==> config.mk <==
export PLATFORM = sky130hd
export DESIGN_NAME = vit_frame_sched
export DESIGN_NICKNAME = d
export VERILOG_FILES = /design/src/rtl/vit_pkg.sv /design/src/rtl/vit_frame_sched.sv
export SDC_FILE = /design/constraint.sdc
export NUM_CORES = 1
export LEC_CHECK = 0
export CORE_MARGIN = 3
export CORE_UTILIZATION = 50
export CTS_BUF_LIST = sky130_fd_sc_hd__clkbuf_4
export DETAILED_ROUTE_END_ITERATION = 16
export PLACE_DENSITY_LB_ADDON = 0.08
export SKIP_LAST_GASP = 1
export SLEW_MARGIN = 5
export SYNTH_ARGS = -nofsm -noshare
export SYNTH_HDL_FRONTEND = slang
export SYNTH_SLANG_ARGS = --single-unit
==> constraint.sdc <==
create_clock -name clk -period 4.4 [get_ports clk]
set_clock_uncertainty 0.1 [all_clocks]
set_input_delay 0.88 -clock clk [delete_from_list [all_inputs] [get_ports clk]]
set_output_delay 0.88 -clock clk [all_outputs]
set_load 0.02 [all_outputs]
==> src/rtl/vit_pkg.sv <==
// Shared types and helpers for the Viterbi decoder frame scheduler.
package vit_pkg;

    localparam int N_STEPS_DEF = 8;
    localparam int SYM_W_DEF   = 2;
    localparam int MAX_IN_W    = 256;
    localparam int MAX_SYM_W   = 8;

    typedef enum logic [2:0] {
        IDLE = 3'd0,
        BM   = 3'd1,
        ACS  = 3'd2,
        WR   = 3'd3,
        TB   = 3'd4,
        OUT  = 3'd5
    } state_t;

    // Step k symbol is taken MSB-first: frame[in_w-1-sym_w*k -: sym_w].
    function automatic logic [MAX_SYM_W-1:0] sym_slice(input logic [MAX_IN_W-1:0] frame,
                                                       input int in_w,
                                                       input int sym_w,
                                                       input int k);
        logic [MAX_IN_W-1:0]  shifted;
        logic [MAX_SYM_W-1:0] mask;
        shifted = frame >> (in_w - sym_w * (k + 1));
        mask    = (MAX_SYM_W'(1) << sym_w) - MAX_SYM_W'(1);
        return shifted[MAX_SYM_W-1:0] & mask;
    endfunction

endpackage

==> src/rtl/vit_frame_sched.sv <==
// Frame-level scheduler: sequences BM/ACS/WR per trellis step, then traceback,
// and presents the decoded frame on a valid/ready output.
module vit_frame_sched
    import vit_pkg::*;
#(
    parameter int N_STEPS = N_STEPS_DEF,
    parameter int SYM_W   = SYM_W_DEF,
    localparam int IN_W   = N_STEPS * SYM_W,
    localparam int IDX_W  = $clog2(N_STEPS)
) (
    input  logic               clk,
    input  logic               rst,
    input  logic               in_valid,
    output logic               in_ready,
    input  logic [IN_W-1:0]    in_data,
    input  logic               flush,
    output logic [SYM_W-1:0]   sym,
    output logic [IDX_W-1:0]   step_idx,
    output logic               pm_clr,
    output logic               en_brch,
    output logic               en_add,
    output logic               en_mem,
    output logic               en_tbck,
    output logic [IDX_W-1:0]   tb_idx,
    input  logic               tb_bit,
    output logic               out_valid,
    input  logic               out_ready,
    output logic [N_STEPS-1:0] out_data,
    output logic               busy,
    output state_t             state_dbg
);

    // Handshakes: a transfer happens on the rising edge where valid && ready;
    // valid never waits on ready, and the sender holds its data until the transfer.

    localparam logic [IDX_W-1:0] LAST_IDX = IDX_W'(N_STEPS - 1);

    state_t           state, nxt_state;
    logic [IDX_W-1:0] cnt;
    logic [IN_W-1:0]  frame_q;
    logic             in_step;
    logic [MAX_SYM_W-1:0] sym_full;

    always_ff @(posedge clk or posedge rst) begin
        if (rst) begin
            state <= IDLE;
        end else begin
            state <= nxt_state;
        end
    end

    always_comb begin
        nxt_state = state;
        if (flush) begin
            nxt_state = IDLE;
        end else begin
            case (state)
                IDLE:    if (in_valid) nxt_state = BM;
                BM:      nxt_state = ACS;
                ACS:     nxt_state = WR;
                WR:      nxt_state = (cnt == LAST_IDX) ? TB : BM;
                TB:      nxt_state = (cnt == '0) ? OUT : TB;
                OUT:     if (out_ready) nxt_state = IDLE;
                default: nxt_state = IDLE;
            endcase
        end
    end

    always_comb begin
        in_ready  = 1'b0;
        pm_clr    = 1'b0;
        en_brch   = 1'b0;
        en_add    = 1'b0;
        en_mem    = 1'b0;
        en_tbck   = 1'b0;
        out_valid = 1'b0;
        case (state)
            IDLE:    in_ready = 1'b1;
            BM: begin
                en_brch = 1'b1;
                pm_clr  = (cnt == '0);
            end
            ACS:     en_add    = 1'b1;
            WR:      en_mem    = 1'b1;
            TB:      en_tbck   = 1'b1;
            OUT:     out_valid = 1'b1;
            default: ;
        endcase
    end

    // One counter serves both phases: it ends the forward pass at N_STEPS-1,
    // which is exactly where traceback starts counting down.
    always_ff @(posedge clk or posedge rst) begin
        if (rst) begin
            cnt      <= '0;
            frame_q  <= '0;
            out_data <= '0;
        end else if (flush) begin
            cnt <= '0;
        end else begin
            case (state)
                IDLE: begin
                    if (in_valid) begin
                        frame_q <= in_data;
                        cnt     <= '0;
                    end
                end
                WR: begin
                    if (cnt != LAST_IDX) cnt <= cnt + IDX_W'(1);
                end
                TB: begin
                    out_data[cnt] <= tb_bit;
                    if (cnt != '0) cnt <= cnt - IDX_W'(1);
                end
                default: ;
            endcase
        end
    end

    assign in_step   = (state == BM) || (state == ACS) || (state == WR);
    assign step_idx  = in_step ? cnt : '0;
    assign tb_idx    = (state == TB) ? cnt : '0;
    assign sym_full  = sym_slice(MAX_IN_W'(frame_q), IN_W, SYM_W, int'(step_idx));
    assign sym       = sym_full[SYM_W-1:0];
    assign busy      = (state != IDLE);
    assign state_dbg = state;

endmodule
; ---- After elaboration in Yosys (flattened, before gate mapping)
; Index checks and enable logic that the tools add are counted.
[word_totals]
regBits = 30
latch_bits = 0
ram_bits = 0
rom_bits = 0
in_bits = 22
output_inout_bits = 27
elab_cells = 58
n_memories = 0
[classes]
addsub = 4
multipliers = 0
div = 0
magnitude_cmp = 2
n_eq_ne = 11
shift = 1
muxes = 23
bitwise = 1
n_reduce_logical = 12
[ops]
columns = cell, n
row1 = right shift 16 x 32 -> 2 bit, 1
row2 = 2-to-1 mux 3 bit, 10
row3 = case mux 3 bit (6 select lines), 1
row4 = inequality test 3 bit (second input constant), 5
row5 = == test 3 bit (second input constant), 3
row6 = 2-to-1 mux 1 bit, 9
row7 = case mux 3 bit (3 select lines), 1
row8 = bitwise mux 8 bit, 1
row9 = == test 3 x 2 -> 1 bit (second input constant), 2
row10 = logical NOT 3 bit, 2
row11 = nonzero test 3 bit, 2
row12 = subtractor 5 x 5 -> 6 bit (first input constant), 1
row13 = adder 3 x 1 -> 4 bit (second input constant), 1
row14 = less-than comparator 3 x 4 -> 1 bit (second input constant), 1
row15 = AND reduction 2 bit, 2
row16 = AND reduction 4 bit, 1
row17 = nonzero test 4 bit, 1
row18 = adder 3 x 1 -> 3 bit (second input constant), 1
row19 = demux 1 bit (select 3 bit), 1
row20 = == test 3 x 1 -> 1 bit (second input constant), 1
row21 = greater-or-equal comparator 3 x 1 -> 1 bit (second input constant), 1
row22 = AND reduction 3 bit, 1
row23 = subtractor 3 x 1 -> 3 bit (second input constant), 1
row24 = logical OR 1 bit, 2
row25 = other kinds (2), 2

; ---- Longest topological paths before layout
; Gate-level depths: netlist of the first run.
[depth]
depth_word = 7
ltp_mapped = 10
ltp_nobuf = 9

; ---- Least setup slack after synthesis of the first run
; No wires, ideal clock.
[synth_timing]
path_type = register to output
from = reg cnt[1]
to = out sym[0]
arrival_ns = 2.742
required_time_ns = 3.420
setup_slack_ns = 0.678
path_stages_with_launch = 9
n_path_buf = 1
path_cell_list = dfrtp_1 clkbuf_1 inv_1 nor3_1 ha_1 a21oi_1 o32ai_1 and2_1 a211oi_1
[synth_via]
elab_chain_cells = 4
[synth_lines]
columns = item, line_no
row1 = from (decl), vit_frame_sched.sv:39  ; logic [IDX_W-1:0] cnt;
row2 = from (signal assigned), vit_frame_sched.sv:109  ; if (cnt != LAST_IDX) cnt <= cnt + IDX_W'(1);
row3 = from (signal assigned), vit_frame_sched.sv:113  ; if (cnt != '0) cnt <= cnt - IDX_W'(1);
row4 = 2-to-1 mux 3 bit, vit_frame_sched.sv:121  ; assign step_idx = in_step ? cnt : '0;
row5 = named net step_idx[1], vit_frame_sched.sv:18  ; output logic [IDX_W-1:0] step_idx,
row6 = adder 3 x 1 -> 4 bit, vit_pkg.sv:25  ; shifted = frame >> (in_w - sym_w * (k + 1));
row7 = subtractor 5 x 5 -> 6 bit, vit_pkg.sv:25
row8 = right shift 16 x 32 -> 2 bit, vit_pkg.sv:25
row9 = to (decl), vit_frame_sched.sv:17  ; output logic [SYM_W-1:0] sym,
; The timed path passes the listed nets, and every way through them passes these cells.

; ---- Worst setup path after layout of the first run
[layout_timing]
from = reg state[0], in the netlist state_dbg[0]
to = out sym[0]
[layout_via]
elab_chain_cells = 7
word_cells_on_any_way = 9
cone_classes = add/sub: 2 / eq/ne: 3 / shift: 1 / mux: 1 / reduce/logical: 2
[layout_lines]
columns = item, line_no
row1 = from (decl), vit_frame_sched.sv:38  ; state_t state, nxt_state;
row2 = from (signal assigned), vit_frame_sched.sv:48  ; state <= nxt_state;
row3 = == test 3 x 1 -> 1 bit / == test 3 x 2 -> 1 bit (equally long branches), vit_frame_sched.sv:120  ; assign in_step = (state == BM) || (state == ACS) || (state == WR);
row4 = logical OR 1 bit, vit_frame_sched.sv:120
row5 = logical OR 1 bit (*), vit_frame_sched.sv:120
row6 = 2-to-1 mux 3 bit (*), vit_frame_sched.sv:121
row7 = adder 3 x 1 -> 4 bit (*), vit_pkg.sv:25
row8 = subtractor 5 x 5 -> 6 bit (*), vit_pkg.sv:25
row9 = right shift 16 x 32 -> 2 bit (*), vit_pkg.sv:25
; Every way passes the cells marked *; elsewhere a longest branch is shown, timed or not.

==> results of run 1 <==
[cells in the mapped netlist, drive strengths merged (2+ instances only)]
library cell	number	area, um^2
and3b	2	17.5
nand2	10	37.5
nor3b	4	30.0
o21a	3	22.5
buf	5	37.5
dfrtp	30	751
inv	6	22.5
mux2i	4	40.0
nand3	6	30.0
nor2	10	37.5
o21ai	4	20.0
mux2	25	319
ha	3	37.5
nor3	8	40.0
nand3b	2	27.5
a211oi	2	15.0
clkbuf	5	18.8
a21oi	8	40.0
[state kept, by name, summed over array words and instances, names as in the netlist]
name / cells
cnt: 3
frame_q: 16
out_data: 8
state_dbg: 3
[per-stage QoR]
stage | cell area [um^2] | std cells
2_1_floorplan | 1710 | 155
3_3_place_gp | 2200 | 238
3_5_place_dp | 2200 | 238
4_1_cts | 2250 | 246
5_1_grt | 2260 | 246
6_report | 2260 | 246
[path summary, 6_finish.rpt]
kind / from / end / slack (ns)
min in group asynchronous: rst / out_data[3] / 1.03
worst min-delay path: out_data[4] / out_data[4] / 0.41
worst min register to register: out_data[4] / out_data[4] / 0.41
worst max register to register: state_dbg[0] / cnt[2] / 2.42
worst max-delay path: state_dbg[0] / sym[0] / 0.27
max in group asynchronous: rst / state_dbg[2] / 2.44
[power by group]
part           switching, mW  internal, mW  total, mW
registers             0.0459         0.334      0.380
clock network         0.0982        0.0594      0.158
logic                  0.158         0.193      0.351
total                  0.302         0.587      0.889
[per-layer routing]
| metal | vias up | wire length [um] | track usage [%] |
|---|---|---|---|
| met5 | - | 0 | 0 |
| met4 | 0 | 63 | 6.86 |
| met3 | 9 | 283 | 6.07 |
| met2 | 57 | 1840 | 31.7 |
| met1 | 637 | 1790 | 26.7 |
| li1 | 643 | - | - |
[area by class of cell]
cell class                 instances  area (um^2)
clock inverter                     3         16.3
timing repair buffer              49          488
sequential                        30          753
clock buffer                       5         37.5
fill                             242          895
tap                               44         55.1
multi-input combinational        108          881
inverter                           7         27.5
[cells by family after synthesis]
| group | count (synthesis) | synth area share [%] |
|---|---|---|
| AND/OR/NAND/NOR | 48 | 15.3 |
| AO/OA/AOI/OAI | 24 | 9.28 |
| XOR/XNOR | 2 | 1.02 |
| adder cells (fa/ha/maj) | 4 | 3.36 |
| buffers and inverters | 17 | 4.89 |
| flip-flops | 30 | 43.8 |
| multiplexers | 30 | 22.3 |
[repair_timing]
| action | CTS | global route |
|---|---|---|
| gates resized for setup | 0 | 3 |
| setup endpoints to repair | 0 | 1 |
| setup buffers | 0 | 0 |
==> impl_metrics.ini, run 1 <==
[status]
status = finished, final reports clean

[finish]
final_common_cell = clkdlybuf4s50_1
area_growth_syn_to_layout_pct = 31.8
drive_gt1_share_pct = 20.8
antenna_cells = 0
fin_util_pct = 71.6
finalNetCount = 227
layout_common_cells = 48 x clkdlybuf4s50_1, 28 x dfrtp_1, 15 x mux2_2

[timing]
period_minus_slack_ns = 4.13
setup_tns_ns = 0
finalMaxSlewViolations = 0
period_share_pct = 93.9
setup_viol = 0
worst_pin_slew_ns = 1.10
fmax_ghz = 0.242
grt_setup_unrepaired = no
hold_violations = 0
finalWorstSetupSlack_ns = 0.270
hold_slack_ns = 0.413
slew_headroom_pct = 26.4

[route]
vias = 1346
totalWireLength_um = 3980
drc = 0
first_pass_iters = 5
drt_iter0_markers = 105
ant_nets = 0
routedWlPerCell_um = 16.2
viasPerCell = 5.47

[yosys]
syn-cell-area_um2 = 1710
synth-edff-count = 0
postSynthAreaPerCell_um2 = 11.1
ys_async_sr_fraction_pct = 100
synth_ff_type = dfrtp_1
synth_seq_cells = 30
seq_area_frac_synth_pct = 43.8
syn-num-nets = 181
yosysWarnings = 0
syn_inst = 155
ys_types = 39

[worst_setup_path]
critPathMaxStageDelay_ns = 0.65
critPathArrivalTime_ns = 3.15
end_kind = output port
crit_family = simple AND/OR/NAND/NOR gates
rr_worst_depth = 7
cp-start-kind = flop
path_buf_inv = 1
critPathKind = reg2out
path_max_fanout = 13
required_ns = 3.42
crit_cells = 8
crit_chain = nor2_2 > nor3_1 > ha_1 > a21oi_1 > o32ai_1 > and2_1 > a211oi_1 > clkdlybuf4s50_1
cpMaxStageDelayCell = clkdlybuf4s50_1

[grt]
antenna_found_initial = 0
first_global_vias = 1308
grt-ovfl-total = 0
grt_max_degree = 31
grt_first_pass_wirelength_um = 6540
grt_usage_pct = 20.2

[clocking]
clk_pin_slew_worst_paths_ns = 0.10
cts_root_buffer = clkbuf_4
postCtsHoldBufs = 0
cts_buffers = 5
cts_sinks = 30
cts.path.max_buffers = 2
htreeDepth = 2
cts_tree = yes
clock_latency_ns = 0.32

[floorplanning]
io_pins = 49
die_h_um = 64.5
core-area_um2 = 3150
rows = 20
dieWidth_um = 64.5
start_util_pct = 54.3
dieArea_um2 = 4160

[pwr]
max-vdd-ir-drop_v = 0.000229
p_total_mw = 0.889
leakage_nw = 1.00
power.density_nw_per_um2 = 394

[placement]
gp_congestion = 0.940
dp_hpwl_um = 2920
dpl_worst_slack_ns = 0.582
placement.io_buffers = 48

[worst_hold_path]
hold_class = reg2reg
whs_path_depth = 1

[job]
cap_violations = 0
(Power assumes the default switching activity.)
==> run 2, diff against run 1 <==
--- a/config.mk
+++ b/config.mk
@@ -6,7 +6,7 @@
 export NUM_CORES = 1
 export LEC_CHECK = 0
 export CORE_MARGIN = 3
-export CORE_UTILIZATION = 50
+export CORE_UTILIZATION = 29
 export CTS_BUF_LIST = sky130_fd_sc_hd__clkbuf_4
 export DETAILED_ROUTE_END_ITERATION = 16
 export PLACE_DENSITY_LB_ADDON = 0.08
==> constraint.sdc (replaced) <==
create_clock -name clk -period 4.1 [get_ports clk]
set_clock_uncertainty 0.1 [all_clocks]
set_input_delay 0.82 -clock clk [delete_from_list [all_inputs] [get_ports clk]]
set_output_delay 0.82 -clock clk [all_outputs]
set_load 0.02 [all_outputs]
==> impl_metrics.ini, run 2 (same netlist as run 1, synthesis figures left out) <==
[pwr]
power.density_nw_per_um2 = 410
p_total_mw = 0.952
p_seq_share_pct = 42.7
p_int_mw = 0.638
power_frac_clock_pct = 18.0
switching_share_pct = 32.9
max-vdd-ir-drop_v = 0.000204
comb_power_share_pct = 39.3
power_switching_mw = 0.313
leakage_nw = 1.03

[floorplanning]
dieWidth_um = 82.9
die_h_um = 82.9
core-area_um2 = 5610
rows = 27
start_util_pct = 30.5
dieArea_um2 = 6860
io_pins = 49

[worst_setup_path]
required_ns = 3.18
crit_family = buffers and inverters
path_buf_inv = 2
critPathArrivalTime_ns = 2.93
critPathMaxStageDelay_ns = 0.64
cpMaxStageDelayCell = clkdlybuf4s50_1
critPathKind = reg2out
crit_chain = o21ba_2 > nand2_1 > inv_1 > ha_1 > nor3b_1 > a21oi_1 > o32ai_1 > and2_1 > a211oi_1 > clkdlybuf4s50_1
path_max_fanout = 13
end_kind = output port
cp-start-kind = flop

[grt]
grt_usage_pct = 13.0
grt_max_degree = 31
grt_use_met1_pct = 16.2
grt_first_pass_wirelength_um = 7330
busiest_layer = met2
grt-ovfl-total = 0
use_met2_pct = 21.9
antenna_found_initial = 0
first_global_vias = 1441
globalRouteMet3Util_pct = 3.77

[finish]
layout_common_cells = 48 x clkdlybuf4s50_1, 28 x dfrtp_1, 15 x mux2_2
multi_input_area_um2 = 881
drive_gt1_share_pct = 22.3
finalNetCount = 231
ff_latch_area_um2 = 753
area_growth_syn_to_layout_pct = 35.6
layout.cells.non_filler = 278
top_regs = frame_q: 16 flops, out_data: 8 flops
largest_register_ffs = 16
fin_util_pct = 41.4
final_common_cell = clkdlybuf4s50_1
antenna_cells = 0
regMostFlops = frame_q
fill_cells = 574

[route]
drc = 0
viasPerCell = 4.74
vias = 1318
routedWlPerCell_um = 14.9
drt_iter0_markers = 54
ant_nets = 0
first_pass_iters = 5
totalWireLength_um = 4150

[clocking]
cts_sinks = 30
cts_tree = yes
cts.path.max_buffers = 2
clock_latency_ns = 0.33
clk_pin_slew_worst_paths_ns = 0.09
postCtsHoldBufs = 0
htreeDepth = 2
cts_root_buffer = clkbuf_4
cts_buffers = 5

[worst_hold_path]
hold_class = reg2reg

[timing]
period_share_pct = 93.9
hold_violations = 0
finalMaxSlewViolations = 0
fmax_ghz = 0.260
finalWorstSetupSlack_ns = 0.252
slew_headroom_pct = 74.1
period_minus_slack_ns = 3.85
worst_pin_slew_ns = 0.389
grt_setup_unrepaired = no
setup_tns_ns = 0
setup_viol = 0

[placement]
dpl.cell_count = 270
placement.io_buffers = 48
gp_congestion = 0.754
dpl_worst_slack_ns = 0.481
dp_hpwl_um = 3080

[status]
status = finished, final reports clean

[job]
cap_violations = 0
==> run 2: cell types whose count changed in the layout (fill, tap and decap cells not counted), sizes merged <==
cell      delta
clkbuf       +1
clkinvlp     -1
buf          +4
==> run 2: per-stage QoR <==
step	hold WS, ns	instance area [um^2]
after floorplan	0.375	1710
after global placement	0.393	2260
after detailed placement	0.393	2260
after CTS	0.413	2320
after global routing	0.429	2320
final	0.409	2320
==> run 2: layout make-up <==
| type | instances | area share [%] |
|---|---|---|
| flip-flops and latches | 30 | 32.4 |
| inverters | 7 | 1.18 |
| clock inverters | 2 | 0.377 |
| repair buffers | 53 | 22.3 |
| multi-input cells | 108 | 37.9 |
| well taps | 72 | 3.88 |
| clock buffers | 6 | 1.94 |
==> run 2: path summary, 6_finish.rpt <==
check / startpoint / endpoint / slack, ns / cells after the start
max: state_dbg[0] / sym[0] / 0.25 / 10
min: out_data[5] / out_data[5] / 0.41 / 1
max reg2reg: state_dbg[2] / frame_q[5] / 2.11 / 5
min reg2reg: out_data[5] / out_data[5] / 0.41 / 1
max in group asynchronous: rst / state_dbg[1] / 2.84 / 3
min in group asynchronous: rst / frame_q[2] / 0.76 / 3
==> run 2: power by group through the flow <==
stage | Sequential (mW) | Clock (mW) | Combinational, mW
2_1_floorplan | 0.395 | 0 | 0.261
3_3_place_gp | 0.409 | 0 | 0.371
3_5_place_dp | 0.411 | 0 | 0.375
4_1_cts | 0.405 | 0.179 | 0.378
5_1_grt | 0.416 | 0.192 | 0.406
6_report | 0.406 | 0.171 | 0.374
==> run 2: worst reg2reg max path, delay by kind of cell, from the launching register on <==
| family | cells | cell delay, ns |
|---|---|---|
| DFF | 1 | 0.45 |
| buffers and inverters | 2 | 0.27 |
| muxes | 1 | 0.39 |
| and+or+nand+nor | 2 | 0.65 |
==> run 2: per-layer routing <==
layer	up-vias	wire, um
met5	-	0
met1	622	1830
met3	8	213
met4	0	65
li1	653	-
met2	35	2040
==> run 2: timing repair <==
action                                 CTS  global route
setup endpoints to repair                0             2
buffers inserted                         0             0
endpoints found under the hold margin    0             0
gates resized for setup                  0             3
